--- src/rtl/difftest_arch_monitor_if.sv ---
// Commit, register-file and trap bundle from the core under test to the co-simulation monitor.
// The core side drives everything (master); the monitor only observes (slave).
interface difftest_arch_monitor_if #(
    parameter int XLEN = 32
);
    logic            commit_valid;
    logic [XLEN-1:0] commit_pc;
    logic [31:0]     commit_instr;
    logic            commit_skip;
    logic            commit_wen;
    logic [7:0]      commit_wdest;
    logic [XLEN-1:0] commit_wdata;
    logic [XLEN-1:0] gpr_0,  gpr_1,  gpr_2,  gpr_3,  gpr_4,  gpr_5,  gpr_6,  gpr_7;
    logic [XLEN-1:0] gpr_8,  gpr_9,  gpr_10, gpr_11, gpr_12, gpr_13, gpr_14, gpr_15;
    logic [XLEN-1:0] gpr_16, gpr_17, gpr_18, gpr_19, gpr_20, gpr_21, gpr_22, gpr_23;
    logic [XLEN-1:0] gpr_24, gpr_25, gpr_26, gpr_27, gpr_28, gpr_29, gpr_30, gpr_31;
    logic            trap_valid;
    logic [2:0]      trap_code;
    logic [63:0]     trap_instr_cnt;

    modport master (
        output commit_valid, commit_pc, commit_instr, commit_skip, commit_wen, commit_wdest, commit_wdata,
        output gpr_0,  gpr_1,  gpr_2,  gpr_3,  gpr_4,  gpr_5,  gpr_6,  gpr_7,
        output gpr_8,  gpr_9,  gpr_10, gpr_11, gpr_12, gpr_13, gpr_14, gpr_15,
        output gpr_16, gpr_17, gpr_18, gpr_19, gpr_20, gpr_21, gpr_22, gpr_23,
        output gpr_24, gpr_25, gpr_26, gpr_27, gpr_28, gpr_29, gpr_30, gpr_31,
        output trap_valid, trap_code, trap_instr_cnt
    );

    modport slave (
        input commit_valid, commit_pc, commit_instr, commit_skip, commit_wen, commit_wdest, commit_wdata,
        input gpr_0,  gpr_1,  gpr_2,  gpr_3,  gpr_4,  gpr_5,  gpr_6,  gpr_7,
        input gpr_8,  gpr_9,  gpr_10, gpr_11, gpr_12, gpr_13, gpr_14, gpr_15,
        input gpr_16, gpr_17, gpr_18, gpr_19, gpr_20, gpr_21, gpr_22, gpr_23,
        input gpr_24, gpr_25, gpr_26, gpr_27, gpr_28, gpr_29, gpr_30, gpr_31,
        input trap_valid, trap_code, trap_instr_cnt
    );
endinterface

--- src/rtl/difftest_arch_monitor.sv ---
// Shadow-register co-simulation monitor: counters/trap latch 1 cycle, register check 2 cycles after commit.
// No backpressure: every commit is accepted until a trap halts the monitor.
module difftest_arch_monitor #(
    parameter int XLEN = 32,
    parameter int NREG = 32
) (
    input  logic                      clock,
    input  logic                      reset,
    input  logic [7:0]                coreid,
    difftest_arch_monitor_if.slave    mon,
    output logic [7:0]                core_id_o,
    output logic [63:0]               commit_count,
    output logic [63:0]               cycle_count,
    output logic [XLEN-1:0]           last_pc,
    output logic [31:0]               last_instr,
    output logic                      mismatch,
    output logic [4:0]                mismatch_reg,
    output logic [XLEN-1:0]           mismatch_pc,
    output logic                      halted,
    output logic                      good_trap,
    output logic [2:0]                trap_code_o,
    output logic [63:0]               trap_instr_cnt_o
);

    logic [XLEN-1:0] gpr [NREG];
    assign gpr[0]  = mon.gpr_0;  assign gpr[1]  = mon.gpr_1;  assign gpr[2]  = mon.gpr_2;  assign gpr[3]  = mon.gpr_3;
    assign gpr[4]  = mon.gpr_4;  assign gpr[5]  = mon.gpr_5;  assign gpr[6]  = mon.gpr_6;  assign gpr[7]  = mon.gpr_7;
    assign gpr[8]  = mon.gpr_8;  assign gpr[9]  = mon.gpr_9;  assign gpr[10] = mon.gpr_10; assign gpr[11] = mon.gpr_11;
    assign gpr[12] = mon.gpr_12; assign gpr[13] = mon.gpr_13; assign gpr[14] = mon.gpr_14; assign gpr[15] = mon.gpr_15;
    assign gpr[16] = mon.gpr_16; assign gpr[17] = mon.gpr_17; assign gpr[18] = mon.gpr_18; assign gpr[19] = mon.gpr_19;
    assign gpr[20] = mon.gpr_20; assign gpr[21] = mon.gpr_21; assign gpr[22] = mon.gpr_22; assign gpr[23] = mon.gpr_23;
    assign gpr[24] = mon.gpr_24; assign gpr[25] = mon.gpr_25; assign gpr[26] = mon.gpr_26; assign gpr[27] = mon.gpr_27;
    assign gpr[28] = mon.gpr_28; assign gpr[29] = mon.gpr_29; assign gpr[30] = mon.gpr_30; assign gpr[31] = mon.gpr_31;

    logic [7:0]      core_id_q,        core_id_d;
    logic [63:0]     commit_count_q,   commit_count_d;
    logic [63:0]     cycle_count_q,    cycle_count_d;
    logic [XLEN-1:0] last_pc_q,        last_pc_d;
    logic [31:0]     last_instr_q,     last_instr_d;
    logic            mismatch_q,       mismatch_d;
    logic [4:0]      mismatch_reg_q,   mismatch_reg_d;
    logic [XLEN-1:0] mismatch_pc_q,    mismatch_pc_d;
    logic            halted_q,         halted_d;
    logic            good_trap_q,      good_trap_d;
    logic [2:0]      trap_code_q,      trap_code_d;
    logic [63:0]     trap_instr_cnt_q, trap_instr_cnt_d;
    logic            pending_q,        pending_d;
    logic            pend_skip_q,      pend_skip_d;
    logic [XLEN-1:0] pend_pc_q,        pend_pc_d;
    logic [XLEN-1:0] shadow_q [NREG];
    logic [XLEN-1:0] shadow_d [NREG];

    logic            accept;
    logic [4:0]      wreg;
    logic            diff_found;
    logic [4:0]      diff_reg;
    logic            unused_wdest_hi;

    assign accept          = mon.commit_valid & ~halted_q;
    assign wreg            = mon.commit_wdest[4:0];
    assign unused_wdest_hi = ^mon.commit_wdest[7:5];

    // shadow[0] is never written, so it doubles as the constant-zero reference for gpr_0.
    always_comb begin
        diff_found = 1'b0;
        diff_reg   = 5'd0;
        for (int i = NREG - 1; i >= 0; i--) begin
            if (gpr[i] != shadow_q[i]) begin
                diff_found = 1'b1;
                diff_reg   = 5'(i);
            end
        end
    end

    always_comb begin
        core_id_d        = coreid;
        commit_count_d   = commit_count_q;
        cycle_count_d    = cycle_count_q;
        last_pc_d        = last_pc_q;
        last_instr_d     = last_instr_q;
        mismatch_d       = mismatch_q;
        mismatch_reg_d   = mismatch_reg_q;
        mismatch_pc_d    = mismatch_pc_q;
        halted_d         = halted_q;
        good_trap_d      = good_trap_q;
        trap_code_d      = trap_code_q;
        trap_instr_cnt_d = trap_instr_cnt_q;
        pending_d        = accept;
        pend_skip_d      = pend_skip_q;
        pend_pc_d        = pend_pc_q;
        shadow_d         = shadow_q;

        // The check reads the pre-write shadow; a same-cycle commit write lands on top of it.
        if (pending_q) begin
            if (!pend_skip_q) begin
                if (diff_found && !mismatch_q) begin
                    mismatch_d     = 1'b1;
                    mismatch_reg_d = diff_reg;
                    mismatch_pc_d  = pend_pc_q;
                end
            end else begin
                for (int i = 1; i < NREG; i++) begin
                    shadow_d[i] = gpr[i];
                end
            end
        end

        if (accept) begin
            commit_count_d = commit_count_q + 64'd1;
            last_pc_d      = mon.commit_pc;
            last_instr_d   = mon.commit_instr;
            pend_skip_d    = mon.commit_skip;
            pend_pc_d      = mon.commit_pc;
            if (mon.commit_wen && (wreg != 5'd0)) begin
                shadow_d[wreg] = mon.commit_wdata;
            end
        end

        if (!halted_q) begin
            cycle_count_d = cycle_count_q + 64'd1;
        end

        if (mon.trap_valid && !halted_q) begin
            halted_d         = 1'b1;
            trap_code_d      = mon.trap_code;
            good_trap_d      = (mon.trap_code == 3'd0);
            trap_instr_cnt_d = mon.trap_instr_cnt;
        end
    end

    always_ff @(posedge clock) begin
        if (reset) begin
            core_id_q        <= '0;
            commit_count_q   <= '0;
            cycle_count_q    <= '0;
            last_pc_q        <= '0;
            last_instr_q     <= '0;
            mismatch_q       <= 1'b0;
            mismatch_reg_q   <= '0;
            mismatch_pc_q    <= '0;
            halted_q         <= 1'b0;
            good_trap_q      <= 1'b0;
            trap_code_q      <= '0;
            trap_instr_cnt_q <= '0;
            pending_q        <= 1'b0;
            pend_skip_q      <= 1'b0;
            pend_pc_q        <= '0;
            for (int i = 0; i < NREG; i++) begin
                shadow_q[i] <= '0;
            end
        end else begin
            core_id_q        <= core_id_d;
            commit_count_q   <= commit_count_d;
            cycle_count_q    <= cycle_count_d;
            last_pc_q        <= last_pc_d;
            last_instr_q     <= last_instr_d;
            mismatch_q       <= mismatch_d;
            mismatch_reg_q   <= mismatch_reg_d;
            mismatch_pc_q    <= mismatch_pc_d;
            halted_q         <= halted_d;
            good_trap_q      <= good_trap_d;
            trap_code_q      <= trap_code_d;
            trap_instr_cnt_q <= trap_instr_cnt_d;
            pending_q        <= pending_d;
            pend_skip_q      <= pend_skip_d;
            pend_pc_q        <= pend_pc_d;
            shadow_q         <= shadow_d;
        end
    end

    assign core_id_o        = core_id_q;
    assign commit_count     = commit_count_q;
    assign cycle_count      = cycle_count_q;
    assign last_pc          = last_pc_q;
    assign last_instr       = last_instr_q;
    assign mismatch         = mismatch_q;
    assign mismatch_reg     = mismatch_reg_q;
    assign mismatch_pc      = mismatch_pc_q;
    assign halted           = halted_q;
    assign good_trap        = good_trap_q;
    assign trap_code_o      = trap_code_q;
    assign trap_instr_cnt_o = trap_instr_cnt_q;

endmodule

--- src/flat_wrapper.sv ---
// flat-port wrapper written by rule: the top's interface ports become plain ports
module difftest_arch_monitor_flat 
#(
    parameter int XLEN = 32,
    parameter int NREG = 32
)
  (clock, reset, coreid, core_id_o, commit_count, cycle_count, last_pc, last_instr, mismatch, mismatch_reg, mismatch_pc, halted, good_trap, trap_code_o, trap_instr_cnt_o, mon_commit_valid, mon_commit_pc, mon_commit_instr, mon_commit_skip, mon_commit_wen, mon_commit_wdest, mon_commit_wdata, mon_gpr_0, mon_gpr_1, mon_gpr_2, mon_gpr_3, mon_gpr_4, mon_gpr_5, mon_gpr_6, mon_gpr_7, mon_gpr_8, mon_gpr_9, mon_gpr_10, mon_gpr_11, mon_gpr_12, mon_gpr_13, mon_gpr_14, mon_gpr_15, mon_gpr_16, mon_gpr_17, mon_gpr_18, mon_gpr_19, mon_gpr_20, mon_gpr_21, mon_gpr_22, mon_gpr_23, mon_gpr_24, mon_gpr_25, mon_gpr_26, mon_gpr_27, mon_gpr_28, mon_gpr_29, mon_gpr_30, mon_gpr_31, mon_trap_valid, mon_trap_code, mon_trap_instr_cnt);
  difftest_arch_monitor_if #(.XLEN(XLEN)) mon_i ();
  input  logic clock;
  input  logic reset;
  input  logic [7:0] coreid;
  output logic [7:0] core_id_o;
  output logic [63:0] commit_count;
  output logic [63:0] cycle_count;
  output logic [XLEN-1:0] last_pc;
  output logic [31:0] last_instr;
  output logic mismatch;
  output logic [4:0] mismatch_reg;
  output logic [XLEN-1:0] mismatch_pc;
  output logic halted;
  output logic good_trap;
  output logic [2:0] trap_code_o;
  output logic [63:0] trap_instr_cnt_o;
  input wire logic [$bits(mon_i.commit_valid)-1:0] mon_commit_valid;
  input wire logic [$bits(mon_i.commit_pc)-1:0] mon_commit_pc;
  input wire logic [$bits(mon_i.commit_instr)-1:0] mon_commit_instr;
  input wire logic [$bits(mon_i.commit_skip)-1:0] mon_commit_skip;
  input wire logic [$bits(mon_i.commit_wen)-1:0] mon_commit_wen;
  input wire logic [$bits(mon_i.commit_wdest)-1:0] mon_commit_wdest;
  input wire logic [$bits(mon_i.commit_wdata)-1:0] mon_commit_wdata;
  input wire logic [$bits(mon_i.gpr_0)-1:0] mon_gpr_0;
  input wire logic [$bits(mon_i.gpr_1)-1:0] mon_gpr_1;
  input wire logic [$bits(mon_i.gpr_2)-1:0] mon_gpr_2;
  input wire logic [$bits(mon_i.gpr_3)-1:0] mon_gpr_3;
  input wire logic [$bits(mon_i.gpr_4)-1:0] mon_gpr_4;
  input wire logic [$bits(mon_i.gpr_5)-1:0] mon_gpr_5;
  input wire logic [$bits(mon_i.gpr_6)-1:0] mon_gpr_6;
  input wire logic [$bits(mon_i.gpr_7)-1:0] mon_gpr_7;
  input wire logic [$bits(mon_i.gpr_8)-1:0] mon_gpr_8;
  input wire logic [$bits(mon_i.gpr_9)-1:0] mon_gpr_9;
  input wire logic [$bits(mon_i.gpr_10)-1:0] mon_gpr_10;
  input wire logic [$bits(mon_i.gpr_11)-1:0] mon_gpr_11;
  input wire logic [$bits(mon_i.gpr_12)-1:0] mon_gpr_12;
  input wire logic [$bits(mon_i.gpr_13)-1:0] mon_gpr_13;
  input wire logic [$bits(mon_i.gpr_14)-1:0] mon_gpr_14;
  input wire logic [$bits(mon_i.gpr_15)-1:0] mon_gpr_15;
  input wire logic [$bits(mon_i.gpr_16)-1:0] mon_gpr_16;
  input wire logic [$bits(mon_i.gpr_17)-1:0] mon_gpr_17;
  input wire logic [$bits(mon_i.gpr_18)-1:0] mon_gpr_18;
  input wire logic [$bits(mon_i.gpr_19)-1:0] mon_gpr_19;
  input wire logic [$bits(mon_i.gpr_20)-1:0] mon_gpr_20;
  input wire logic [$bits(mon_i.gpr_21)-1:0] mon_gpr_21;
  input wire logic [$bits(mon_i.gpr_22)-1:0] mon_gpr_22;
  input wire logic [$bits(mon_i.gpr_23)-1:0] mon_gpr_23;
  input wire logic [$bits(mon_i.gpr_24)-1:0] mon_gpr_24;
  input wire logic [$bits(mon_i.gpr_25)-1:0] mon_gpr_25;
  input wire logic [$bits(mon_i.gpr_26)-1:0] mon_gpr_26;
  input wire logic [$bits(mon_i.gpr_27)-1:0] mon_gpr_27;
  input wire logic [$bits(mon_i.gpr_28)-1:0] mon_gpr_28;
  input wire logic [$bits(mon_i.gpr_29)-1:0] mon_gpr_29;
  input wire logic [$bits(mon_i.gpr_30)-1:0] mon_gpr_30;
  input wire logic [$bits(mon_i.gpr_31)-1:0] mon_gpr_31;
  input wire logic [$bits(mon_i.trap_valid)-1:0] mon_trap_valid;
  input wire logic [$bits(mon_i.trap_code)-1:0] mon_trap_code;
  input wire logic [$bits(mon_i.trap_instr_cnt)-1:0] mon_trap_instr_cnt;
  assign mon_i.commit_valid = mon_commit_valid;
  assign mon_i.commit_pc = mon_commit_pc;
  assign mon_i.commit_instr = mon_commit_instr;
  assign mon_i.commit_skip = mon_commit_skip;
  assign mon_i.commit_wen = mon_commit_wen;
  assign mon_i.commit_wdest = mon_commit_wdest;
  assign mon_i.commit_wdata = mon_commit_wdata;
  assign mon_i.gpr_0 = mon_gpr_0;
  assign mon_i.gpr_1 = mon_gpr_1;
  assign mon_i.gpr_2 = mon_gpr_2;
  assign mon_i.gpr_3 = mon_gpr_3;
  assign mon_i.gpr_4 = mon_gpr_4;
  assign mon_i.gpr_5 = mon_gpr_5;
  assign mon_i.gpr_6 = mon_gpr_6;
  assign mon_i.gpr_7 = mon_gpr_7;
  assign mon_i.gpr_8 = mon_gpr_8;
  assign mon_i.gpr_9 = mon_gpr_9;
  assign mon_i.gpr_10 = mon_gpr_10;
  assign mon_i.gpr_11 = mon_gpr_11;
  assign mon_i.gpr_12 = mon_gpr_12;
  assign mon_i.gpr_13 = mon_gpr_13;
  assign mon_i.gpr_14 = mon_gpr_14;
  assign mon_i.gpr_15 = mon_gpr_15;
  assign mon_i.gpr_16 = mon_gpr_16;
  assign mon_i.gpr_17 = mon_gpr_17;
  assign mon_i.gpr_18 = mon_gpr_18;
  assign mon_i.gpr_19 = mon_gpr_19;
  assign mon_i.gpr_20 = mon_gpr_20;
  assign mon_i.gpr_21 = mon_gpr_21;
  assign mon_i.gpr_22 = mon_gpr_22;
  assign mon_i.gpr_23 = mon_gpr_23;
  assign mon_i.gpr_24 = mon_gpr_24;
  assign mon_i.gpr_25 = mon_gpr_25;
  assign mon_i.gpr_26 = mon_gpr_26;
  assign mon_i.gpr_27 = mon_gpr_27;
  assign mon_i.gpr_28 = mon_gpr_28;
  assign mon_i.gpr_29 = mon_gpr_29;
  assign mon_i.gpr_30 = mon_gpr_30;
  assign mon_i.gpr_31 = mon_gpr_31;
  assign mon_i.trap_valid = mon_trap_valid;
  assign mon_i.trap_code = mon_trap_code;
  assign mon_i.trap_instr_cnt = mon_trap_instr_cnt;
  difftest_arch_monitor #(.XLEN(XLEN), .NREG(NREG)) u_core (.clock(clock), .reset(reset), .coreid(coreid), .mon(mon_i), .core_id_o(core_id_o), .commit_count(commit_count), .cycle_count(cycle_count), .last_pc(last_pc), .last_instr(last_instr), .mismatch(mismatch), .mismatch_reg(mismatch_reg), .mismatch_pc(mismatch_pc), .halted(halted), .good_trap(good_trap), .trap_code_o(trap_code_o), .trap_instr_cnt_o(trap_instr_cnt_o));
endmodule
--- config.mk ---
export PLATFORM = sky130hd
export DESIGN_NAME = difftest_arch_monitor_flat
export DESIGN_NICKNAME = d
export VERILOG_FILES = /design/src/rtl/difftest_arch_monitor_if.sv /design/src/rtl/difftest_arch_monitor.sv /design/src/flat_wrapper.sv
export SDC_FILE = /design/constraint.sdc
export NUM_CORES = 2
export LEC_CHECK = 0
export BUFFER_PORTS_ARGS = -buffer_cell sky130_fd_sc_hd__buf_2
export CAP_MARGIN = 15
export CORE_AREA = 2 2 585 587
export CTS_CLUSTER_SIZE = 8
export DETAILED_ROUTE_END_ITERATION = 10
export DIE_AREA = 0 0 587 589
export GPL_TIMING_DRIVEN = 0
export PLACE_DENSITY = 0.35
export SLEW_MARGIN = 5
export SYNTH_ARGS = -nofsm -noshare
export SYNTH_HDL_FRONTEND = slang
export SYNTH_SLANG_ARGS = --single-unit
--- constraint.sdc ---
create_clock -name clock -period 3.5 [get_ports clock]
set_input_delay 0.525 -clock clock [delete_from_list [all_inputs] [get_ports clock]]
set_output_delay 0.525 -clock clock [all_outputs]
set_load 0.02 [all_outputs]
# Word level (Yosys, flattened, before mapping)
# Index checks and enable logic that the tools add are counted.
dict set report totals {
  ff_bits 1333
  latch_bits 0
  ram_bits 0
  rom_bits 0
  input_bits 1209
  output_inout_bits 307
  elab_cells 167
  n_memories 0
}
dict set report op_classes {
  addsub 2
  n_mul 0
  div 0
  magnitude_cmp 2
  n_eq_ne 32
  shifts 0
  mux 71
  bitwise_logic 4
  n_reduce_logical 10
}
# cell n
set ops {}
lappend ops {{two-way mux 992 bit} 4}
lappend ops {{bitwise mux 1024 bit} 1}
lappend ops {{inequality test 32 bit} 32}
lappend ops {{demux 32 bit (select 5 bit)} 1}
lappend ops {{two-way mux 5 bit} 32}
lappend ops {{adder 64 x 1 -> 64 bit, second input constant} 2}
lappend ops {{two-way mux 1 bit} 32}
lappend ops {{two-way mux 32 bit} 1}
lappend ops {{greater-or-equal comparator 6 bit, second input constant} 1}
lappend ops {{< comparator 6 x 1 -> 1 bit, second input constant} 1}
lappend ops {{NOT 5 -> 6 bit} 1}
lappend ops {{nonzero test 5 bit} 1}
lappend ops {{logical AND 1 bit} 4}
lappend ops {{zero test 3 bit} 1}
lappend ops {{AND reduction 3 bit} 1}
lappend ops {{zero test 1 bit} 2}
lappend ops {{NOT 1 bit} 2}
lappend ops {{AND reduction 2 bit} 1}
lappend ops {{AND 1 bit} 1}

# Depth between registers and ports, before layout
dict set report logic_depth {
  ltp_word 35
  ltp_mapped 11
  mapped_depth_nobuf 9
}

# Worst setup path after synthesis
# No wires, ideal clock.
dict set report synth_path {
  kind {input -> register}
  startpoint {input port mon_gpr_18[4]}
  endpoint {register u_core.mismatch_pc_q[10] (netlist: u_core.mismatch_pc[10])}
  setup_ns 0.128
  arrival_ns 2.592
  t_required_ns 3.372
  slack_ns 0.780
  stages 10
  path_buffers 1
  cell_sequence {xnor2_1 -> nand4_1 -> nor4_2 -> nand4_1 -> or3_1 -> o31a_4 -> nor2_8 -> buf_12 -> mux2i_1 -> nor2_1}
}
dict set report synth_between {
  elab_chain_len 22
}
# element line_no
set synth_rtl {}
lappend synth_rtl {{start, declared} flat_wrapper.sv:49} ;# input wire logic [$bits(mon_i.gpr_18)-1:0] mon_gpr_18;
lappend synth_rtl {{inequality test 32 bit} difftest_arch_monitor.sv:68} ;# if (gpr[i] != shadow_q[i]) begin
lappend synth_rtl {{two-way mux 1 bit (19 in a row)} difftest_arch_monitor.sv:68}
lappend synth_rtl {{logical AND 1 bit} difftest_arch_monitor.sv:96} ;# if (diff_found && !mismatch_q) begin
lappend synth_rtl {{AND reduction 3 bit (no line)} --}
lappend synth_rtl {{end signal, assigned} difftest_arch_monitor.sv:159} ;# mismatch_pc_q <= mismatch_pc_d;
lappend synth_rtl {{end, declared} difftest_arch_monitor.sv:42} ;# logic [XLEN-1:0] mismatch_pc_q, mismatch_pc_d;
# No other way between the ends.
# A chain may end at the register's enable or synchronous reset.

# Final worst setup path
dict set report layout_path {
  startpoint {register u_core.shadow_q[301] in the netlist's numbering}
  endpoint {register u_core.mismatch_pc_q[4] (netlist: u_core.mismatch_pc[4])}
}
dict set report layout_between {
  elab_chain_len 26
}
# element line_no
set layout_rtl {}
lappend layout_rtl {{start, declared} difftest_arch_monitor.sv:50} ;# logic [XLEN-1:0] shadow_q [NREG];
lappend layout_rtl {{start signal, assigned} difftest_arch_monitor.sv:167} ;# shadow_q <= shadow_d;
lappend layout_rtl {{inequality test 32 bit} difftest_arch_monitor.sv:68}
lappend layout_rtl {{two-way mux 1 bit (23 in a row)} difftest_arch_monitor.sv:68}
lappend layout_rtl {{logical AND 1 bit} difftest_arch_monitor.sv:96}
lappend layout_rtl {{AND reduction 3 bit (no line)} --}
# No other way between the ends.

==> results.cfg <==
[clock_tree]
cts_buffers = 195
cts_root_buf = clkbuf_16
clk_transition_reported_paths_ns = 0.06
htreeDepth = 4
cts_tree = done
clock-sinks = 1333
cts_max_path_buffers = 4
insertion_delay_ns = 0.91

[pwr]
power.total_mw = 40.2
powerDensity_nw_per_um2 = 411
power_leakage_nw = 36.3
ir_worst_vdd_mv = 0.408

[setup_path]
critical_path.cell_chain = xor2_1 -> nor4_1 -> nand4_1 -> nor2_1 -> nand4_1 -> buf_4 -> o31a_4 -> nor2_8 -> buf_12 -> buf_12 -> mux2i_1 -> nor2_1
critPathLaunchType = flip-flop
worst-path-buf-inv = 3
required_ns = 4.26
cp_max_fo = 10
crit_arrival_ns = 4.14
critPathKind = flip-flop to flip-flop
worst_setup_path_end_kind = flip-flop
crit_family = simple AND/OR/NAND/NOR gates
slowest_delay_ns = 0.58
slowest_stage = nor4_1

[floorplan]
io_pins = 1516
core.rowCount = 214
die_h_um = 589
chipWidth_um = 587
core-area_um2 = 339000
initial_utilization_pct = 19.6
die_area_um2 = 346000

[synth]
synth_edf_count = 0
syn_area_per_cell_um2 = 7.80
syn_inst = 8516
synth.distinct_cells = 60
synth-main-ff-cell = dfxtp_1
postSynth.asyncResetShare_pct = 0
ys.warnings.count = 0
netlist_area_um2 = 66400
ys_seq_elements = 1333
synth-seq-area-share_pct = 40.2
syn_nets = 9727

[detailed_routing]
wl_met1_um = 211000
wl_met3_um = 38100
dr.pass1.iters = 6
num_vias = 79100
drc = 0
drt.antenna.violating_nets = 0
drt_iter0_markers = 6842
wl_met2_um = 247000
highest-signal-layer = met5
drt_wl_total_um = 524000
wire_per_inst_um = 32.4
vias_per_cell = 4.89

[placement]
gp_congestion = 0.957
dpl-instance-area_um2 = 80300
portBuffers = 1511
hpwlAfterDp_um = 410000

[job]
drv_cap = 0

[grt]
antenna_found_initial = 334
grt.overflow.total = 0
grt_pass1_vias = 77000
grtUsageTotal_pct = 28.9
grt_max_degree = 16
grt_pass1_wl_um = 689000

[min_path]
min_path_type = primary input to flip-flop

[timing]
finalSetupViolations = 0
fin_skew_ns = 0.0688
hold_viol = 0
worstMarginPinSlew_ns = 1.21
period_minus_slack_ns = 3.38
fin_tns_setup_ns = 0
slew_viol_final = 0
max-slew-margin-rel_pct = 19.0
period_share_pct = 96.6
fmax_mhz = 296

[layout]
drive_above_1_share_pct = 17.1
largest_reg_flops = 1024
fin_area_um2 = 97900
area_growth_pct = 47.4
regMostFlops = u_core.shadow_q
fin_nets = 12600

[outcome]
status = finished clean
## power breakdown
part,internal (mW),total (mW),switching [mW]
Sequential,15.5,15.7,0.225
Clock,10.2,18.4,8.18
Combinational,2.26,6.13,3.87
## cell families (layout without fill, tap and decap cells)
group / count (synthesis) / count (layout) / share of synthesized area, %
flip-flops: 1333 / 1333 / 40.2
buffers and inverters: 705 / 3634 / 4.09
XOR/XNOR: 1125 / 1125 / 14.8
AO/OA/AOI/OAI: 1204 / 1204 / 14.8
multiplexers: 34 / 34 / 0.512
other: 0 / 191 / 0
AND/OR/NAND/NOR: 4113 / 4113 / 25.6
adder cells (fa/ha/maj): 2 / 2 / 0.0377
## path summary, 6_finish.rpt
check | from | end | slack [ns] | cells past startpoint
min | mon_trap_instr_cnt[55] | u_core.trap_instr_cnt_o[55]$_SDFFE_PP0P_ | 0.06 | 3
max | u_core.shadow_q[301]$_SDFF_PP0_ | u_core.mismatch_pc[4]$_SDFFE_PP0P_ | 0.12 | 12
min reg2reg | u_core.trap_instr_cnt_o[52]$_SDFFE_PP0P_ | u_core.trap_instr_cnt_o[52]$_SDFFE_PP0P_ | 0.45 | 2
max reg2reg | u_core.shadow_q[301]$_SDFF_PP0_ | u_core.mismatch_pc[4]$_SDFFE_PP0P_ | 0.12 | 12
## tightest hold or removal path, stage by stage
cell and delay (ns):
buf_2 0.10, nand2_1 0.17, a21oi_1 0.10
## placed cells by master, fill, tap and decap left out, types with 4 or more instances in the layout
cell type      instances
buf_6                  7
nand3_1               48
buf_4                 18
nor4_4                15
xor2_1               539
or2_2                  4
nor2b_1               47
a21oi_1              163
mux2i_1               34
nor3_2                 8
nor4_1               133
buf_16                 5
and3_1                17
nand2_2                4
clkbuf_16            199
buf_2               1600
nand2_1             2354
nor3b_1                4
dlygate4sd3_1       1125
clkbuf_1             602
xnor2_1              585
nor2_1              1180
or3_1                 32
inv_1                 13
clkbuf_2              26
clkbuf_8               4
nand4_1              193
o21ai_0               28
dfxtp_1             1333
nor3_1                16
nor4_2                16
nand2b_1               7
and4_1                 5
buf_12                17
diode_2              191
a311oi_1             993
## stage by stage
step	hold WS (ns)	util [%]	setup slack, ns	instances
after floorplan	0.458	-	0.780	8516
after global routing	0.0202	28.8	-0.0113	16100
final	0.0554	28.9	0.119	16200
after detailed placement	0.447	23.7	-1.78	14600
after CTS	0.00133	28.7	0.0121	16000
after global placement	0.445	23.5	-6.33	14600
## cell usage after synthesis (4+ instances only)
| library cell | instances | area [um^2] |
|---|---|---|
| a21oi_1 | 163 | 816 |
| a311oi_1 | 993 | 8700 |
| a31oi_1 | 4 | 25.0 |
| and3_1 | 17 | 106 |
| and4_1 | 6 | 52.6 |
| buf_1 | 86 | 323 |
| clkbuf_1 | 598 | 2240 |
| dfxtp_1 | 1333 | 26700 |
| inv_1 | 13 | 48.8 |
| mux2i_1 | 34 | 340 |
| nand2_1 | 2355 | 8840 |
| nand2b_1 | 7 | 43.8 |
| nand3_1 | 48 | 240 |
| nand4_1 | 193 | 1210 |
| nor2_1 | 1183 | 4440 |
| nor2b_1 | 47 | 294 |
| nor3_1 | 19 | 95.1 |
| nor3_2 | 6 | 60.1 |
| nor3b_1 | 6 | 45.0 |
| nor4_1 | 157 | 982 |
| nor4_2 | 4 | 50.1 |
| o21ai_0 | 30 | 150 |
| or2_2 | 4 | 25.0 |
| or3_1 | 32 | 200 |
| xnor2_1 | 586 | 5130 |
| xor2_1 | 539 | 4720 |
## final cells by class
| cell class | instances | area [um^2] |
|---|---|---|
| fill | 37300 | 241000 |
| multi-input combinational | 6478 | 37400 |
| sequential | 1333 | 26700 |
| timing repair buffer | 2681 | 19500 |
| tap | 4536 | 5680 |
| clock buffer | 235 | 5150 |
| buffer | 692 | 2820 |
| antenna | 191 | 478 |
| clock inverter | 13 | 191 |
| inverter | 13 | 48.8 |
## what timing repair did
item / in CTS / in global routing
resized for setup: 46 / 11
hold buffers: 1125 / 0
pin swaps: 8 / 3
setup endpoints to repair: 47 / 35
hold endpoints to repair: 1124 / 0
buffers inserted: 10 / 6
gates cloned: 0 / 0
## routing by layer
layer | global-route usage, % | up-vias
met5 | 0 | -
met3 | 6.64 | 944
met4 | 12.7 | 90
li1 | - | 35300
met2 | 48.6 | 3675
met1 | 35.1 | 39100
Note: power is estimated with default switching activity, not from simulation.
